**config.mk**
```make
export PLATFORM = sky130hd
export DESIGN_NAME = wallace_mult_pipe
export DESIGN_NICKNAME = d
export VERILOG_FILES = /design/src/rtl/wallace_pkg.sv /design/src/rtl/wallace_mult_csa_row.sv /design/src/rtl/wallace_mult_pipe.sv
export SDC_FILE = /design/constraint.sdc
export NUM_CORES = 1
export LEC_CHECK = 0
export ABC_AREA = 1
export CELL_PAD_IN_SITES_DETAIL_PLACEMENT = 1
export CELL_PAD_IN_SITES_GLOBAL_PLACEMENT = 1
export CORE_ASPECT_RATIO = 2
export CORE_MARGIN = 2
export CORE_UTILIZATION = 30
export CTS_BUF_LIST = sky130_fd_sc_hd__clkbuf_4 sky130_fd_sc_hd__clkbuf_8 sky130_fd_sc_hd__clkbuf_16
export DETAILED_ROUTE_END_ITERATION = 10
export HOLD_SLACK_MARGIN = 0.12
export MAX_ROUTING_LAYER = met4
export PLACE_DENSITY = 0.52
export SETUP_SLACK_MARGIN = 0.05
export SLEW_MARGIN = 20
export SYNTH_ARGS = -nofsm -noshare
export SYNTH_HDL_FRONTEND = slang
export SYNTH_SLANG_ARGS = --single-unit
```
**constraint.sdc**
```tcl
create_clock -name clk -period 2.5 [get_ports clk]
set_input_delay 0.5 -clock clk [delete_from_list [all_inputs] [get_ports clk]]
set_output_delay 0.5 -clock clk [all_outputs]
set_load 0.02 [all_outputs]
```
**src/rtl/wallace_pkg.sv**
```systemverilog
// Shared constants and elaboration-time helpers for the Wallace-tree multiplier.
// Everything that depends on WIDTH is a function so each instance sizes its own tree.
package wallace_pkg;

   localparam int STAGES = 3;

`ifdef WALLACE_SIGNED_EN
   localparam int CORR_ROWS = 1;
`else
   localparam int CORR_ROWS = 0;
`endif

   // One 3:2 level turns every full group of three rows into two; leftovers pass through.
   function automatic int rows_next(input int n);
      return n - n / 3;
   endfunction

   function automatic int rows_at(input int n, input int lvl);
      int r;
      r = n;
      for (int i = 0; i < lvl; i++) r = rows_next(r);
      return r;
   endfunction

   // Total 3:2 levels from WIDTH partial products down to two rows; the
   // correction row (signed builds) joins the tree after the first level.
   function automatic int wallace_levels(input int width);
      int r;
      int lv;
      r  = rows_next(width) + CORR_ROWS;
      lv = 1;
      while (r > 2) begin
         r = rows_next(r);
         lv++;
      end
      return lv;
   endfunction

   // Baugh-Wooley constant: 2^W + 2^(2W-1), modulo 2^(2W).
   function automatic logic [63:0] bw_corr(input int width);
      return (64'd1 << (2 * width - 1)) | (64'd1 << width);
   endfunction

endpackage

```
**src/rtl/wallace_mult_csa_row.sv**
```systemverilog
// One row of full adders (3:2 compressor) across a W-bit word; carries are
// pre-shifted so both outputs are aligned for the next level.
module csa_row #(
   parameter int W = 16
) (
   input  logic [W-1:0] x_i,
   input  logic [W-1:0] y_i,
   input  logic [W-1:0] z_i,
   output logic [W-1:0] sum_o,
   output logic [W-1:0] carry_o
);

   assign sum_o   = x_i ^ y_i ^ z_i;
   // Top carry falls off: the final product always fits in W bits.
   assign carry_o = {(x_i[W-2:0] & y_i[W-2:0]) | (x_i[W-2:0] & z_i[W-2:0]) |
                     (y_i[W-2:0] & z_i[W-2:0]), 1'b0};

endmodule

```
**src/rtl/wallace_mult_pipe.sv**
```systemverilog
// Pipelined Wallace-tree multiplier: S1 PP matrix + first 3:2 level, S2 remaining
// levels, S3 carry-propagate add, then an output holding register. WALLACE_SIGNED_EN adds signed_mode.
module wallace_mult_pipe
   import wallace_pkg::*;
#(
   parameter int WIDTH = 8,
   parameter int TAG_W = 4
) (
   input  logic               clk,
   input  logic               rst_n,
   input  logic               in_valid,
`ifdef WALLACE_SIGNED_EN
   input  logic               signed_mode,
`endif
   output logic               in_ready,
   input  logic [WIDTH-1:0]   a,
   input  logic [WIDTH-1:0]   b,
   input  logic [TAG_W-1:0]   in_tag,
   output logic               out_valid,
   input  logic               out_ready,
   output logic [2*WIDTH-1:0] prod,
   output logic [TAG_W-1:0]   out_tag
);

   localparam int PW = 2 * WIDTH;
   localparam int N1 = rows_next(WIDTH);
   localparam int R2 = N1 + CORR_ROWS;
   localparam int L2 = wallace_levels(WIDTH) - 1;

   typedef struct packed {
      logic [N1-1:0][PW-1:0] rows;
      logic [TAG_W-1:0]      tag;
`ifdef WALLACE_SIGNED_EN
      logic                  sgn;
`endif
   } s1_t;

   typedef struct packed {
      logic [PW-1:0]    r0;
      logic [PW-1:0]    r1;
      logic [TAG_W-1:0] tag;
   } s2_t;

   typedef struct packed {
      logic [PW-1:0]    prod;
      logic [TAG_W-1:0] tag;
   } res_t;

   // vld_pipe_q[0..2] = S1..S3, vld_pipe_q[STAGES] = output register.
   logic [STAGES:0] vld_pipe_q;
   logic [STAGES:0] adv;
   s1_t             s1_d, s1_q;
   s2_t             s2_d, s2_q;
   res_t            s3_d, s3_q, out_q;

   always_comb begin
      adv[STAGES] = !vld_pipe_q[STAGES] || out_ready;
      for (int k = STAGES - 1; k >= 0; k--) adv[k] = !vld_pipe_q[k] || adv[k+1];
   end

   assign in_ready  = adv[0];
   assign out_valid = vld_pipe_q[STAGES];
   assign prod      = out_q.prod;
   assign out_tag   = out_q.tag;

   logic [PW-1:0] pp [WIDTH];

   always_comb begin
      for (int i = 0; i < WIDTH; i++) begin
         pp[i] = '0;
         for (int j = 0; j < WIDTH; j++) begin
            logic pb;
            pb = a[j] & b[i];
`ifdef WALLACE_SIGNED_EN
            if (signed_mode && ((i == WIDTH - 1) != (j == WIDTH - 1))) pb = ~pb;
`endif
            pp[i][i+j] = pb;
         end
      end
   end

   logic [PW-1:0] l1 [N1];

   for (genvar g = 0; g < WIDTH / 3; g++) begin : g_l1
      csa_row #(.W(PW)) u_csa (
         .x_i    (pp[3*g]),
         .y_i    (pp[3*g+1]),
         .z_i    (pp[3*g+2]),
         .sum_o  (l1[2*g]),
         .carry_o(l1[2*g+1])
      );
   end
   for (genvar k = 0; k < WIDTH % 3; k++) begin : g_l1_pass
      assign l1[2*(WIDTH/3)+k] = pp[3*(WIDTH/3)+k];
   end

   always_comb begin
      s1_d = '0;
      for (int k = 0; k < N1; k++) s1_d.rows[k] = l1[k];
      s1_d.tag = in_tag;
`ifdef WALLACE_SIGNED_EN
      s1_d.sgn = signed_mode;
`endif
   end

   logic [PW-1:0] t0 [R2];

`ifdef WALLACE_SIGNED_EN
   localparam logic [PW-1:0] BW_CORR = PW'(bw_corr(WIDTH));
`endif

   always_comb begin
      for (int k = 0; k < N1; k++) t0[k] = s1_q.rows[k];
`ifdef WALLACE_SIGNED_EN
      t0[R2-1] = s1_q.sgn ? BW_CORR : '0;
`endif
   end

   for (genvar l = 0; l < L2; l++) begin : g_lvl
      localparam int RI = rows_at(R2, l);
      localparam int RO = rows_next(RI);
      logic [PW-1:0] ri [RI];
      logic [PW-1:0] ro [RO];

      for (genvar k = 0; k < RI; k++) begin : g_src
         if (l == 0) begin : g_first
            assign ri[k] = t0[k];
         end else begin : g_next
            assign ri[k] = g_lvl[l-1].ro[k];
         end
      end
      for (genvar g = 0; g < RI / 3; g++) begin : g_csa
         csa_row #(.W(PW)) u_csa (
            .x_i    (ri[3*g]),
            .y_i    (ri[3*g+1]),
            .z_i    (ri[3*g+2]),
            .sum_o  (ro[2*g]),
            .carry_o(ro[2*g+1])
         );
      end
      for (genvar k = 0; k < RI % 3; k++) begin : g_pass
         assign ro[2*(RI/3)+k] = ri[3*(RI/3)+k];
      end
   end

   always_comb begin
      s2_d.r0  = g_lvl[L2-1].ro[0];
      s2_d.r1  = g_lvl[L2-1].ro[1];
      s2_d.tag = s1_q.tag;
   end

   always_comb begin
      s3_d.prod = s2_q.r0 + s2_q.r1;
      s3_d.tag  = s2_q.tag;
   end

   always_ff @(posedge clk or negedge rst_n) begin
      if (!rst_n) begin
         vld_pipe_q <= '0;
         s1_q       <= '0;
         s2_q       <= '0;
         s3_q       <= '0;
         out_q      <= '0;
      end else begin
         if (adv[0]) begin
            vld_pipe_q[0] <= in_valid;
            s1_q          <= s1_d;
         end
         if (adv[1]) begin
            vld_pipe_q[1] <= vld_pipe_q[0];
            s2_q          <= s2_d;
         end
         if (adv[2]) begin
            vld_pipe_q[2] <= vld_pipe_q[1];
            s3_q          <= s3_d;
         end
         if (adv[3]) begin
            vld_pipe_q[3] <= vld_pipe_q[2];
            out_q         <= s3_q;
         end
      end
   end

endmodule

```
==> reports/results.tsv, run 1 <==
metric	value	unit
grt_max_degree	70	
vias	4932	
grt_pass1_vias	5524	
multi_input_area	3090	um^2
die_x	111	um
finalCriticalPeriod	2.33	ns
start_util	30.3	%
worst-path-max-fanout	2	
ys_ff_latch	130	
irDropWorstVdd	477	uV
syn_inst	754	
grt_overflow	0	
grt_antenna_before_repair	0	
start_kind	flip-flop	
reg2reg_setup_slack	0.17	ns
dieArea	24000	um^2
combPwrFrac	29.9	%
hold_violations	0	
swShare	32.5	%
crit_slowest_cell	fa_1	
die_h	217	um
cap_viol_max_count	0	
ys_types	21	
rsz0062_at_grt	false	
routabilityCongestion	0.815	
hold_ws	0.465	ns
slew_viol_final	0	
internal_power	0.00548	W
skew	0.00379	ns
coreArea	22500	um^2
syn_nets	842	
vias_per_cell	4.56	
grt_use_total	15.6	%
cts_buffers	17	
max_slew_margin	55.0	%
cpMostUsedCell	fa_1	
total_power	0.00812	W
power.share.sequential	36.0	%
end_kind	flip-flop	
outcome	finished, final reports clean	
drive_gt1_share	9.11	%
worstHoldPathType	flip-flop to flip-flop	
register_area	3250	um^2
ios	46	
grt_pass1_wl	28600	um
ant_nets	0	
p_per_area	987	nW/um^2
crit_required	2.81	ns
antenna_cells	0	
crit_buf_inv	0	
period_share	93.1	%
layout_commonest_cell	nand2_1	
layout_common_cells	275 x nand2_1, 130 x dfrtp_1, 83 x nand3_1	
critPathKind	flip-flop to flip-flop	
drtIter0Drc	199	
routed_wl	17000	um
cts_tree	built	
cts.root.buffer_cell	clkbuf_16	
rows	78	
wl_per_cell	15.7	um
max_freq	430	MHz
arrival	2.64	ns
areaGrowthSynthToFinish	20.5	%
dpl.hpwl	12600	um
htreeDepth	4	
syn_avg_cell_area	9.05	um^2
drcViolationCount	0	
max_stage_delay	0.53	ns
clk_pin_slew_worst_paths	0.06	ns
filler_cell_count	2608	
pwr-share-clk	34.1	%
cts.sinks	130	
port_buffers	45	
post_cts_buffers	0	
cts.path.max_buffers	2	
tightestPinTransition	0.675	ns
finalSetupViolations	0	
leakagePower	4.41	nW
cp_top_family	adder cells	
insertion_delay	0.43	ns
nets	876	
fin_tns_setup	0	ns
cp_cell_sequence	fa_1 -> fa_1 -> fa_1 -> mux2_2	
synth_area	6830	um^2
synth-seq-area-share	47.7	%
power_switching	0.00264	W
dr.pass1.iters	4	
ys.warnings.count	0	
-- worst min-delay path: stages, from the launching register on --
cell	delay, ns
dfrtp_1	0.34
nand2_1	0.05
nand2_1	0.04
-- cell usage after synthesis (all sizes together) --
cell    count  area (um^2)
buf        15         80.1
nor2       22         97.6
o21ai      17         85.1
mux2       21          236
inv        77          289
ha         25          313
nand2     277         1050
clkinv      1         3.75
a21oi       7         35.0
fa         39          781
nand4       2         12.5
a31oi       1         6.26
or2         2         12.5
o21a        3         22.5
dfrtp     130         3250
xor2        3         26.3
nand3      83          415
clkbuf     29          109
-- area by class of cell --
type | instances | area share (%)
clock inverters | 13 | 2.52
repair buffers | 59 | 7.09
inverters | 78 | 3.56
flip-flops and latches | 130 | 39.5
well taps | 280 | 4.26
multi-input cells | 502 | 37.6
clock buffers | 19 | 5.43
-- registers in the layout, indices dropped and copies added (netlist names) --
name / count
vld_pipe_q: 4
prod: 16
s1_q: 4
g_lvl.ri: 52
s3_q: 20
out_tag: 4
s2_q: 30
-- logic make-up (layout without fill, tap and decap cells) --
group / count (synthesis) / after routing / share of synthesized area (%)
fa+ha+maj: 64 / 64 / 16.0
xor+xnor: 3 / 3 / 0.385
flops: 130 / 130 / 47.7
buf+inv: 122 / 169 / 7.06
mux: 21 / 21 / 3.46
simple gates: 386 / 386 / 23.2
compound gates: 28 / 28 / 2.18
-- timing repair --
item / 4_1_cts / 5_1_grt
resized for setup: 1 / 0
setup endpoints to repair: 1 / 0
hold endpoints to repair: 58 / 0
hold buffers: 1 / 0
-- power by group through the flow --
stage	clock, W	combinational, W	sequential [W]
after global routing	0.00294	0.00280	0.00300
final	0.00277	0.00243	0.00292
after CTS	0.00285	0.00250	0.00294
after global placement	0	0.00241	0.00294
after detailed placement	0	0.00248	0.00297
after floorplan	0	0.00153	0.00303
-- metrics by stage --
step                setup WS [ns]  util (%)  std cells  instance area (um^2)
finish                      0.173      36.5       1081                  8230
global route                0.113      36.5       1081                  8230
CTS                         0.150      36.5       1081                  8230
detailed placement         0.0321      33.5       1048                  7560
global placement           0.0435      33.5       1048                  7560
floorplan                   0.266         -        754                  6830
-- final timing paths --
check / startpoint / cells past startpoint / to
setup / recovery: g_lvl[0].ri[8] / 4 / s2_q[28]
hold / removal: s3_q[11] / 2 / prod[7]
setup reg to reg: g_lvl[0].ri[8] / 4 / s2_q[28]
hold reg to reg: s3_q[11] / 2 / prod[7]
max in group asynchronous: rst_n / 3 / s1_q[3]
min in group asynchronous: rst_n / 2 / s2_q[19]
-- metal layers --
metal  vias to the layer above  GRT usage [%]  part of all wire, %
li1                       2397              -                    -
met1                      2462           15.7                   38
met2                        58           29.8                   58
met3                        15           3.12                  2.2
met4                         0           5.33                  1.6
met5                         -              -                    0
No activity file was read; power rests on OpenSTA's default activity.
==> run 2: changes to the inputs <==
--- a/config.mk
+++ b/config.mk
@@ -10,13 +10,14 @@
 export CELL_PAD_IN_SITES_GLOBAL_PLACEMENT = 1
 export CORE_ASPECT_RATIO = 2
 export CORE_MARGIN = 2
-export CORE_UTILIZATION = 30
+export CORE_UTILIZATION = 46
 export CTS_BUF_LIST = sky130_fd_sc_hd__clkbuf_4 sky130_fd_sc_hd__clkbuf_8 sky130_fd_sc_hd__clkbuf_16
 export DETAILED_ROUTE_END_ITERATION = 10
 export HOLD_SLACK_MARGIN = 0.12
 export MAX_ROUTING_LAYER = met4
-export PLACE_DENSITY = 0.52
+export PLACE_DENSITY = 0.76
 export SETUP_SLACK_MARGIN = 0.05
+export SKIP_CTS_REPAIR_TIMING = 1
 export SLEW_MARGIN = 20
 export SYNTH_ARGS = -nofsm -noshare
 export SYNTH_HDL_FRONTEND = slang
==> run 2 against run 1 <==
Die area down 34%. Critical endpoint is now s2_q[29]. Sequential power barely moved. Core utilization grew 18 points. Via count grew 4.4%. Setup slack got worse by 0.050 ns. Non-clock buffer count shrank 2. Sequential cell count unchanged.
==> reports/results.tsv, run 2 (synthesized netlist as in run 1, its figures left out) <==
metric	value	unit	change
outcome	finished, final reports clean		
largest_reg_flops	52		unchanged
slew_viol_final	0		unchanged
ios	46		unchanged
crit_slowest_cell	fa_1		
leakagePower	4.36	nW	-1.1%
multi_input_area	3100	um^2	about the same
grt_use_total	24.4	%	+8.8 points
reg2reg_depth	4		unchanged
total_power	0.00801	W	-1.4%
dr.pass1.iters	4		unchanged
vias_per_cell	5.18		+14%
hold_violations	0		unchanged
dpl.hpwl	11800	um	-5.7%
cpMostUsedCell	fa_1		
start_util	46.6	%	+16 points
path_depth	4		unchanged
worst-path-max-fanout	2		unchanged
critPathKind	flip-flop to flip-flop		
coreArea	14700	um^2	-35%
rows	63		-19%
cts_tree	built		
htreeDepth	4		unchanged
insertion_delay	0.42	ns	about the same
filler_cell_count	1707		-35%
cts.sinks	130		unchanged
cts_buffers	17		unchanged
clk_pin_slew_worst_paths	0.07	ns	about the same
crit_required	2.80	ns	about the same
cp_top_family	adder cells		
p_per_area	997	nW/um^2	+0.98%
nets	874		-0.23%
vias	5148		+4.4%
dpl_cell_area	7450	um^2	-1.6%
grt_max_degree	57		-19%
tightestPinTransition	0.746	ns	+0.0701 ns
register_area	3250	um^2	unchanged
end_kind	flip-flop		
port_buffers	45		unchanged
skew	0.0109	ns	+0.00715 ns
finalSetupViolations	0		unchanged
drcViolationCount	0		unchanged
grt_overflow	0		unchanged
worstHoldPathType	primary input to async pin		
routed_wl	17500	um	+3.1%
drtIter0Drc	178		-11%
wl_per_cell	17.6	um	+12%
cp_cell_sequence	fa_1 -> fa_1 -> fa_1 -> mux2_2		
areaGrowthSynthToFinish	17.7	%	
dieArea	15900	um^2	-34%
crit_buf_inv	0		unchanged
start_kind	flip-flop		
max_slew_margin	50.3	%	-4.7 points
layout_common_cells	275 x nand2_1, 130 x dfrtp_1, 83 x nand3_1		
cts.path.max_buffers	2		unchanged
cap_viol_max_count	0		unchanged
grt_pass1_vias	5808		+5.1%
antenna_cells	0		unchanged
period_share	95.1	%	+2.0 points
max_stage_delay	0.58	ns	+0.05 ns
grt_pass1_wl	29300	um	+2.6%
routabilityCongestion	0.818		+0.36%
max_freq	421	MHz	-2.1%
grt_antenna_before_repair	0		unchanged
finalCriticalPeriod	2.38	ns	+0.0499 ns
fin_area	8030	um^2	-2.4%
drive_gt1_share	9.14	%	+0.023 points
die_h	176	um	-19%
arrival	2.67	ns	+0.03 ns
fin_tns_setup	0	ns	unchanged
irDropWorstVdd	511	uV	+7.0%
rsz0062_at_grt	false		
layout_commonest_cell	nand2_1		
die_x	90.1	um	-19%
cts.root.buffer_cell	clkbuf_16		
ant_nets	0		unchanged
[run 2: final cells by class]
class	instances	share of cell area (%)
well taps	195	3.04
inverters	78	3.65
clock inverters	14	1.76
clock buffers	18	5.47
multi-input cells	502	38.5
repair buffers	57	7.04
flip-flops and latches	130	40.5
[run 2: stage by stage]
step | util, % | setup WS, ns | instances | hold slack, ns
floorplan | - | 0.266 | 754 | 0.204
global placement | 50.8 | 0.0112 | 962 | 0.464
detailed placement | 50.8 | -0.0169 | 962 | 0.470
CTS | 54.7 | 0.0338 | 994 | 0.162
global route | 54.8 | 0.0505 | 994 | 0.190
finish | 54.8 | 0.123 | 994 | 0.141
[run 2: path summary, 6_finish.rpt]
path | start | endpoint | slack [ns]
setup / recovery | g_lvl[0].ri[9] | s2_q[29] | 0.12
hold / removal | rst_n | out_tag[2] | 0.14
setup reg to reg | g_lvl[0].ri[9] | s2_q[29] | 0.12
hold reg to reg | s3_q[18] | prod[14] | 0.47
max in group asynchronous | rst_n | g_lvl[0].ri[23] | 1.67
min in group clk | s3_q[18] | prod[14] | 0.47
[run 2: report_power, final]
part / internal (W) / switching [W]
Combinational: 0.00109 / 0.00150
Sequential: 0.00262 / 0.000326
Clock: 0.00143 / 0.00105
[run 2: per-layer routing]
layer  vias to the layer above  part of all wire [%]  global-route usage, %
li1                       2391                     -                      -
met1                      2644                    38                   26.6
met2                        78                    56                   44.0
met3                        35                   2.5                   3.71
met4                         0                   2.9                   10.6
met5                         -                     0                      -
